File: config.mk
export PLATFORM = sky130hd
export DESIGN_NAME = stp_fsm
export DESIGN_NICKNAME = d
export VERILOG_FILES = /design/src/rtl/stp_fsm.sv
export SDC_FILE = /design/constraint.sdc
export NUM_CORES = 1
export LEC_CHECK = 0
export BUFFER_PORTS_ARGS = -buffer_cell sky130_fd_sc_hd__buf_4
export CAP_MARGIN = 20
export CORE_MARGIN = 2
export CORE_UTILIZATION = 54
export DETAILED_ROUTE_END_ITERATION = 10
export PLACE_DENSITY = 0.95
export SYNTH_ARGS = -nofsm -noshare
export SYNTH_HDL_FRONTEND = slang
export SYNTH_SLANG_ARGS = --single-unit
export TNS_END_PERCENT = 100
File: constraint.sdc
create_clock -name clk -period 6.45 [get_ports clk]
set_input_delay 1.29 -clock clk [delete_from_list [all_inputs] [get_ports clk]]
set_output_delay 1.29 -clock clk [all_outputs]
set_load 0.005 [all_outputs]
File: src/rtl/stp_fsm.sv
// -----------------------------------------------------------------------------
// stp_fsm -- Store-Polynomial instruction engine
//
// Copies the N+1 coefficients of polynomial slot A from the shared input data
// buffer into coefficient memory S (8 slots x (max_degree+1) words, slot base
// A*(max_degree+1)), then records the degree in the N memory. The downstream
// polynomial evaluator reads S and N for that slot afterwards.
//
// Build option:
//   STP_CLEAR_UNUSED_EN  when defined, the slot words above the degree
//                        (A*11+N+1 .. A*11+10) are zeroed before N is written.
//                        When undefined those words are left untouched.
//
// Ports:
//   clk                   system clock, rising edge
//   rst                   asynchronous active-high reset
//   rst_instr             active-low synchronous instruction abort
//   start_stp             start pulse, accepted in IDLE or DONE
//   A                     target polynomial slot 0..7
//   N_in                  requested degree
//   rd_addr_data          buffer address of the first coefficient
//   data_in               buffer read data, valid the cycle after en_rd_data
//   en_rd_data            buffer read enable
//   rd_addr_data_out      buffer read address
//   rd_addr_data_updated  next free buffer address after the instruction
//   en_wr_S / wr_addr_S / wr_data_S   coefficient memory write port
//   en_wr_N / wr_addr_N / wr_data_N   degree memory write port
//   done_stp              instruction complete (held in DONE)
//   status                0 = OK, 1 = invalid degree
// -----------------------------------------------------------------------------
module stp_fsm #(
   parameter int word_size   = 16,
   parameter int buffer_size = 1024,
   parameter int max_degree  = 10
) (
   input  logic                           clk,
   input  logic                           rst,
   input  logic                           rst_instr,
   input  logic                           start_stp,
   input  logic [2:0]                     A,
   input  logic [4:0]                     N_in,
   input  logic [$clog2(buffer_size)-1:0] rd_addr_data,
   input  logic [31:0]                    data_in,
   output logic                           en_rd_data,
   output logic [$clog2(buffer_size)-1:0] rd_addr_data_out,
   output logic [$clog2(buffer_size)-1:0] rd_addr_data_updated,
   output logic                           en_wr_S,
   output logic [6:0]                     wr_addr_S,
   output logic [word_size-1:0]           wr_data_S,
   output logic                           en_wr_N,
   output logic [2:0]                     wr_addr_N,
   output logic [4:0]                     wr_data_N,
   output logic                           done_stp,
   output logic [31:0]                    status
);

   localparam int AW = $clog2(buffer_size);

   localparam logic [2:0] IDLE    = 3'd0;
   localparam logic [2:0] CHECK_N = 3'd1;
   localparam logic [2:0] RD_COEF = 3'd2;
   localparam logic [2:0] WR_COEF = 3'd3;
   localparam logic [2:0] WR_N    = 3'd4;
   localparam logic [2:0] DONE    = 3'd5;
`ifdef STP_CLEAR_UNUSED_EN
   localparam logic [2:0] CLEAR   = 3'd6;
`endif

   logic [2:0]    state_reg;
   logic [2:0]    a_reg;
   logic [4:0]    n_reg;
   logic [AW-1:0] base_reg;
   logic [4:0]    i_reg;
   logic [AW-1:0] rd_addr_out_reg;
   logic [AW-1:0] upd_reg;
   logic [6:0]    wr_addr_s_reg;
   logic          status_reg;
   logic          done_reg;

   logic [6:0]    slot_base;
   logic [4:0]    i_inc;
   logic [AW-1:0] rd_next_addr;
   logic [AW-1:0] upd_valid;
   logic          n_invalid;
   logic          unused_data;

   assign slot_base    = 7'(a_reg) * 7'(max_degree + 1);
   assign i_inc        = i_reg + 5'd1;
   // Buffer addresses wrap naturally because the sum is truncated to AW bits
   // (buffer_size is a power of two).
   assign rd_next_addr = base_reg + AW'(i_inc);
   assign upd_valid    = base_reg + AW'(n_reg) + AW'(1);
   assign n_invalid    = (n_reg > 5'(max_degree));

   // Only the low word_size bits are stored; the rest of the bus is ignored.
   assign unused_data  = ^data_in;

   always_ff @(posedge clk or posedge rst) begin
      if (rst) begin
         state_reg       <= IDLE;
         a_reg           <= '0;
         n_reg           <= '0;
         base_reg        <= '0;
         i_reg           <= '0;
         rd_addr_out_reg <= '0;
         upd_reg         <= '0;
         wr_addr_s_reg   <= '0;
         status_reg      <= 1'b0;
         done_reg        <= 1'b0;
      end else if (!rst_instr) begin
         // Abort: rd_addr_data_updated keeps the last committed value so the
         // buffer read pointer is not disturbed by a cancelled instruction.
         state_reg  <= IDLE;
         i_reg      <= '0;
         status_reg <= 1'b0;
         done_reg   <= 1'b0;
      end else begin
         case (state_reg)
            IDLE: begin
               if (start_stp) begin
                  a_reg     <= A;
                  n_reg     <= N_in;
                  base_reg  <= rd_addr_data;
                  i_reg     <= '0;
                  state_reg <= CHECK_N;
               end
            end

            CHECK_N: begin
               if (n_invalid) begin
                  status_reg <= 1'b1;
                  upd_reg    <= base_reg;
                  state_reg  <= DONE;
               end else begin
                  rd_addr_out_reg <= base_reg;
                  state_reg       <= RD_COEF;
               end
            end

            RD_COEF: begin
               // Address is set up now so it is stable while the read data
               // arrives during WR_COEF.
               wr_addr_s_reg <= slot_base + 7'(i_reg);
               state_reg     <= WR_COEF;
            end

            WR_COEF: begin
               if (i_reg == n_reg) begin
`ifdef STP_CLEAR_UNUSED_EN
                  if (n_reg < 5'(max_degree)) begin
                     i_reg         <= i_inc;
                     wr_addr_s_reg <= wr_addr_s_reg + 7'd1;
                     state_reg     <= CLEAR;
                  end else begin
                     state_reg <= WR_N;
                  end
`else
                  state_reg <= WR_N;
`endif
               end else begin
                  i_reg           <= i_inc;
                  rd_addr_out_reg <= rd_next_addr;
                  state_reg       <= RD_COEF;
               end
            end

`ifdef STP_CLEAR_UNUSED_EN
            CLEAR: begin
               i_reg         <= i_inc;
               wr_addr_s_reg <= wr_addr_s_reg + 7'd1;
               if (i_reg == 5'(max_degree)) begin
                  state_reg <= WR_N;
               end
            end
`endif

            WR_N: begin
               upd_reg    <= upd_valid;
               status_reg <= 1'b0;
               done_reg   <= 1'b1;
               state_reg  <= DONE;
            end

            DONE: begin
               // A rejected instruction enters DONE straight from CHECK_N and
               // sees done one cycle later; a completed one already had done
               // set by WR_N.
               if (start_stp) begin
                  a_reg     <= A;
                  n_reg     <= N_in;
                  base_reg  <= rd_addr_data;
                  i_reg     <= '0;
                  done_reg  <= 1'b0;
                  state_reg <= CHECK_N;
               end else begin
                  done_reg <= 1'b1;
               end
            end

            default: begin
               state_reg <= IDLE;
            end
         endcase
      end
   end

   // Enables are decoded straight from the state so each is a one-cycle pulse.
   assign en_rd_data = (state_reg == RD_COEF);
`ifdef STP_CLEAR_UNUSED_EN
   assign en_wr_S    = (state_reg == WR_COEF) || (state_reg == CLEAR);
`else
   assign en_wr_S    = (state_reg == WR_COEF);
`endif
   assign en_wr_N    = (state_reg == WR_N);

   // Write data is a pass-through of the buffer read data, which only becomes
   // valid in WR_COEF; it is zero in every other state (including CLEAR).
   assign wr_data_S  = (state_reg == WR_COEF) ? data_in[word_size-1:0] : '0;

   assign rd_addr_data_out     = rd_addr_out_reg;
   assign rd_addr_data_updated = upd_reg;
   assign wr_addr_S            = wr_addr_s_reg;
   assign wr_addr_N            = a_reg;
   assign wr_data_N            = n_reg;
   assign done_stp             = done_reg;
   assign status               = {31'd0, status_reg};

endmodule

==> impl_metrics.ini <==
[setup_path]
cp-start-kind = flop
crit_fanout = 23
end_kind = primary output
crit_type = reg2out
reg2reg_depth = 7
cp.required_ps = 5160
crit_buf_inv = 2
path_delay_family = buffers and inverters
crit_cells = 4
cp_cell_sequence = nand3b_1 > inv_1 > and2_1 > buf_4
max_stage_delay_ps = 620
cp.arrival_ps = 2290
cpMaxStageDelayCell = inv_1

[clocking]
root_buffer = clkbuf_8
cts_hold_buf = 0
clock_path_buffers = 2
cts_setup_buffers = 0
clock_sinks = 55
cts_resized = 0
h-tree-depth = 2
cts_buffers = 5
clk_pin_slew_worst_paths_ps = 100
cts_tree = built
clock_latency_ps = 320

[yosys]
synth_compound_area_share_pct = 15.70
async_reset_ff_share_pct = 100.0
synth_xor_area_share_pct = 5.459
ys_types = 53
synth.area.mux_share_pct = 6.375
synth_fa_ha_area_share_pct = 10.38
synth_top_family_by_area = compound AO/OA/AOI/OAI gates
synth_simple_gate_area_share_pct = 13.60
synth_edf_count = 0
ys_warn_count = 0
synth_flop_cell = dfrtp_1
syn_area_mm2 = 0.003690
syn_area_per_cell_um2 = 9.559
synth-seq-cells = 55
seq_area_frac_synth_pct = 37.30
synthCells = 386

[sta]
setup_viol = 0
finalHoldViolCount = 0
timing.hold.ws_ps = 488.7
fin_tns_setup_ps = 0
setup_ws_ps = 2871
clock_skew_ps = 6.950
relSlewSlack_pct = 53.23
fmax_mhz = 279.4
slew_viol_final = 0
layout_min_cycle_time_ps = 3579
post-route-period-util_pct = 55.49
tightest_slew_ps = 701.1
rsz0062_at_grt = no

[global_routing]
grt.overflow.total = 0
grt_pass1_vias = 2985
grt_max_degree = 56
grt_pass1_wl_um = 13860
grt_use_total_pct = 23.25
antenna_found_initial = 0

[power]
power_density_mw_per_mm2 = 439.1
p_leak_nw = 2.226
total_power_mw = 1.927
max-vdd-ir-drop_mv = 0.2772

[min_path]
hold_depth = 2
hold_class = reg2reg

[routing]
viasPerCell = 5.582
drt_iter0_drc = 233
firstDrtPassIters = 4
via_count = 3081
drc = 0
ant_nets = 0
wl_per_cell_um = 15.49
drt_wl_total_um = 8548

[run_status]
outcome = complete, no violations

[cells_and_area]
n_fill_cell = 486
layout-drive-gt1-share_pct = 27.97
diodes = 0
area_growth_pct = 18.92
final_net_count = 552

[die]
io-pin-count = 141
die_h_um = 86.66
die_w_um = 86.66
dieArea_mm2 = 0.007510
rows = 30
coreArea_mm2 = 0.006719
initial_core_util_pct = 54.92

[run]
maxCapViolCount = 0

[placement]
gp_congestion = 0.8958
io_buffer_count = 93
hpwlAfterDp_um = 6465
dp_slack_ps = 3279
power breakdown:
part / switching, mW / total, mW / internal (mW)
Clock: 0.118 / 0.194 / 0.0759
Combinational: 0.531 / 1.06 / 0.528
Sequential: 0.182 / 0.674 / 0.492
cell usage after synthesis, drive strengths merged (2+ instances only):
master,instances,area [um2]
dfrtp,55,1376
buf,41,302.8
nand2,36,137.6
o21ai,27,142.6
inv,22,82.58
nor2,22,90.09
ha,21,262.8
a21oi,20,100.1
mux2,20,225.2
and2,18,112.6
xor2,14,122.6
xnor2,9,78.83
a211oi,7,57.55
a21o,6,45.04
fa,6,120.1
clkbuf,5,18.77
and3,4,25.02
nand3,4,20.02
nor2b,4,25.02
nor3,4,20.02
o21a,4,30.03
o311ai,4,35.04
o31ai,4,30.03
nand2b,3,18.77
o211ai,3,22.52
a211o,2,17.52
a32o,2,20.02
o2111ai,2,17.52
cell usage in the layout (no fill, tap or decap), types with 14 or more instances in the layout:
cell type   n
and2_1     18
ha_1       21
nor2_1     21
xor2_1     14
a21oi_1    20
inv_1      21
buf_4      93
nand2_1    35
dfrtp_1    55
conb_1     31
mux2_2     20
per-layer routing:
layer	vias up	part of all wire [%]	track usage [%]
li1	1431	-	-
met3	15	6.3	3.810
met2	151	52	40.28
met4	0	1.9	9.375
met5	-	0	0
met1	1484	40	28.89
stage by stage:
step	std cells	util (%)	instance area, um2
2_1_floorplan	416	-	3802
3_3_place_gp	543	63.69	4279
3_5_place_dp	543	63.69	4279
4_1_cts	551	65.01	4368
5_1_grt	552	65.31	4388
6_report	552	65.31	4388
cells by family after synthesis:
logic type | Yosys count
DFF | 55
adders and majority gates | 27
other | 1
and+or+nand+nor | 102
muxes | 21
xor gates and xnor gates | 23
buffers and inverters | 69
AOI/OAI and AO/OA | 88
final cells by class:
cell class,instances,area (um2),share of cell area (%)
multi-input combinational,292,2017,45.97
inverter,23,87.58,1.996
tap,80,100.1,2.281
clock buffer,5,68.82,1.568
sequential,55,1376,31.37
clock inverter,3,20.02,0.4562
timing repair buffer,94,718.2,16.37
worst paths after layout:
check	slack, ps	from	to
setup reg to reg	3890	wr_addr_N[1]	wr_addr_S[5]
hold reg to reg	490	wr_addr_S[1]	wr_addr_S[1]
min in group asynchronous	1030	rst	i_reg[4]
hold / removal	490	wr_addr_S[1]	wr_addr_S[1]
setup / recovery	2870	state_reg[2]	wr_data_S[12]
max in group asynchronous	4860	rst	wr_data_N[4]
worst min-delay path: cells and delay by family (launching register included):
kind          cells  cell delay, ps
simple gates      2             100
flops             1             360
No activity file was read; power rests on OpenSTA's default activity.
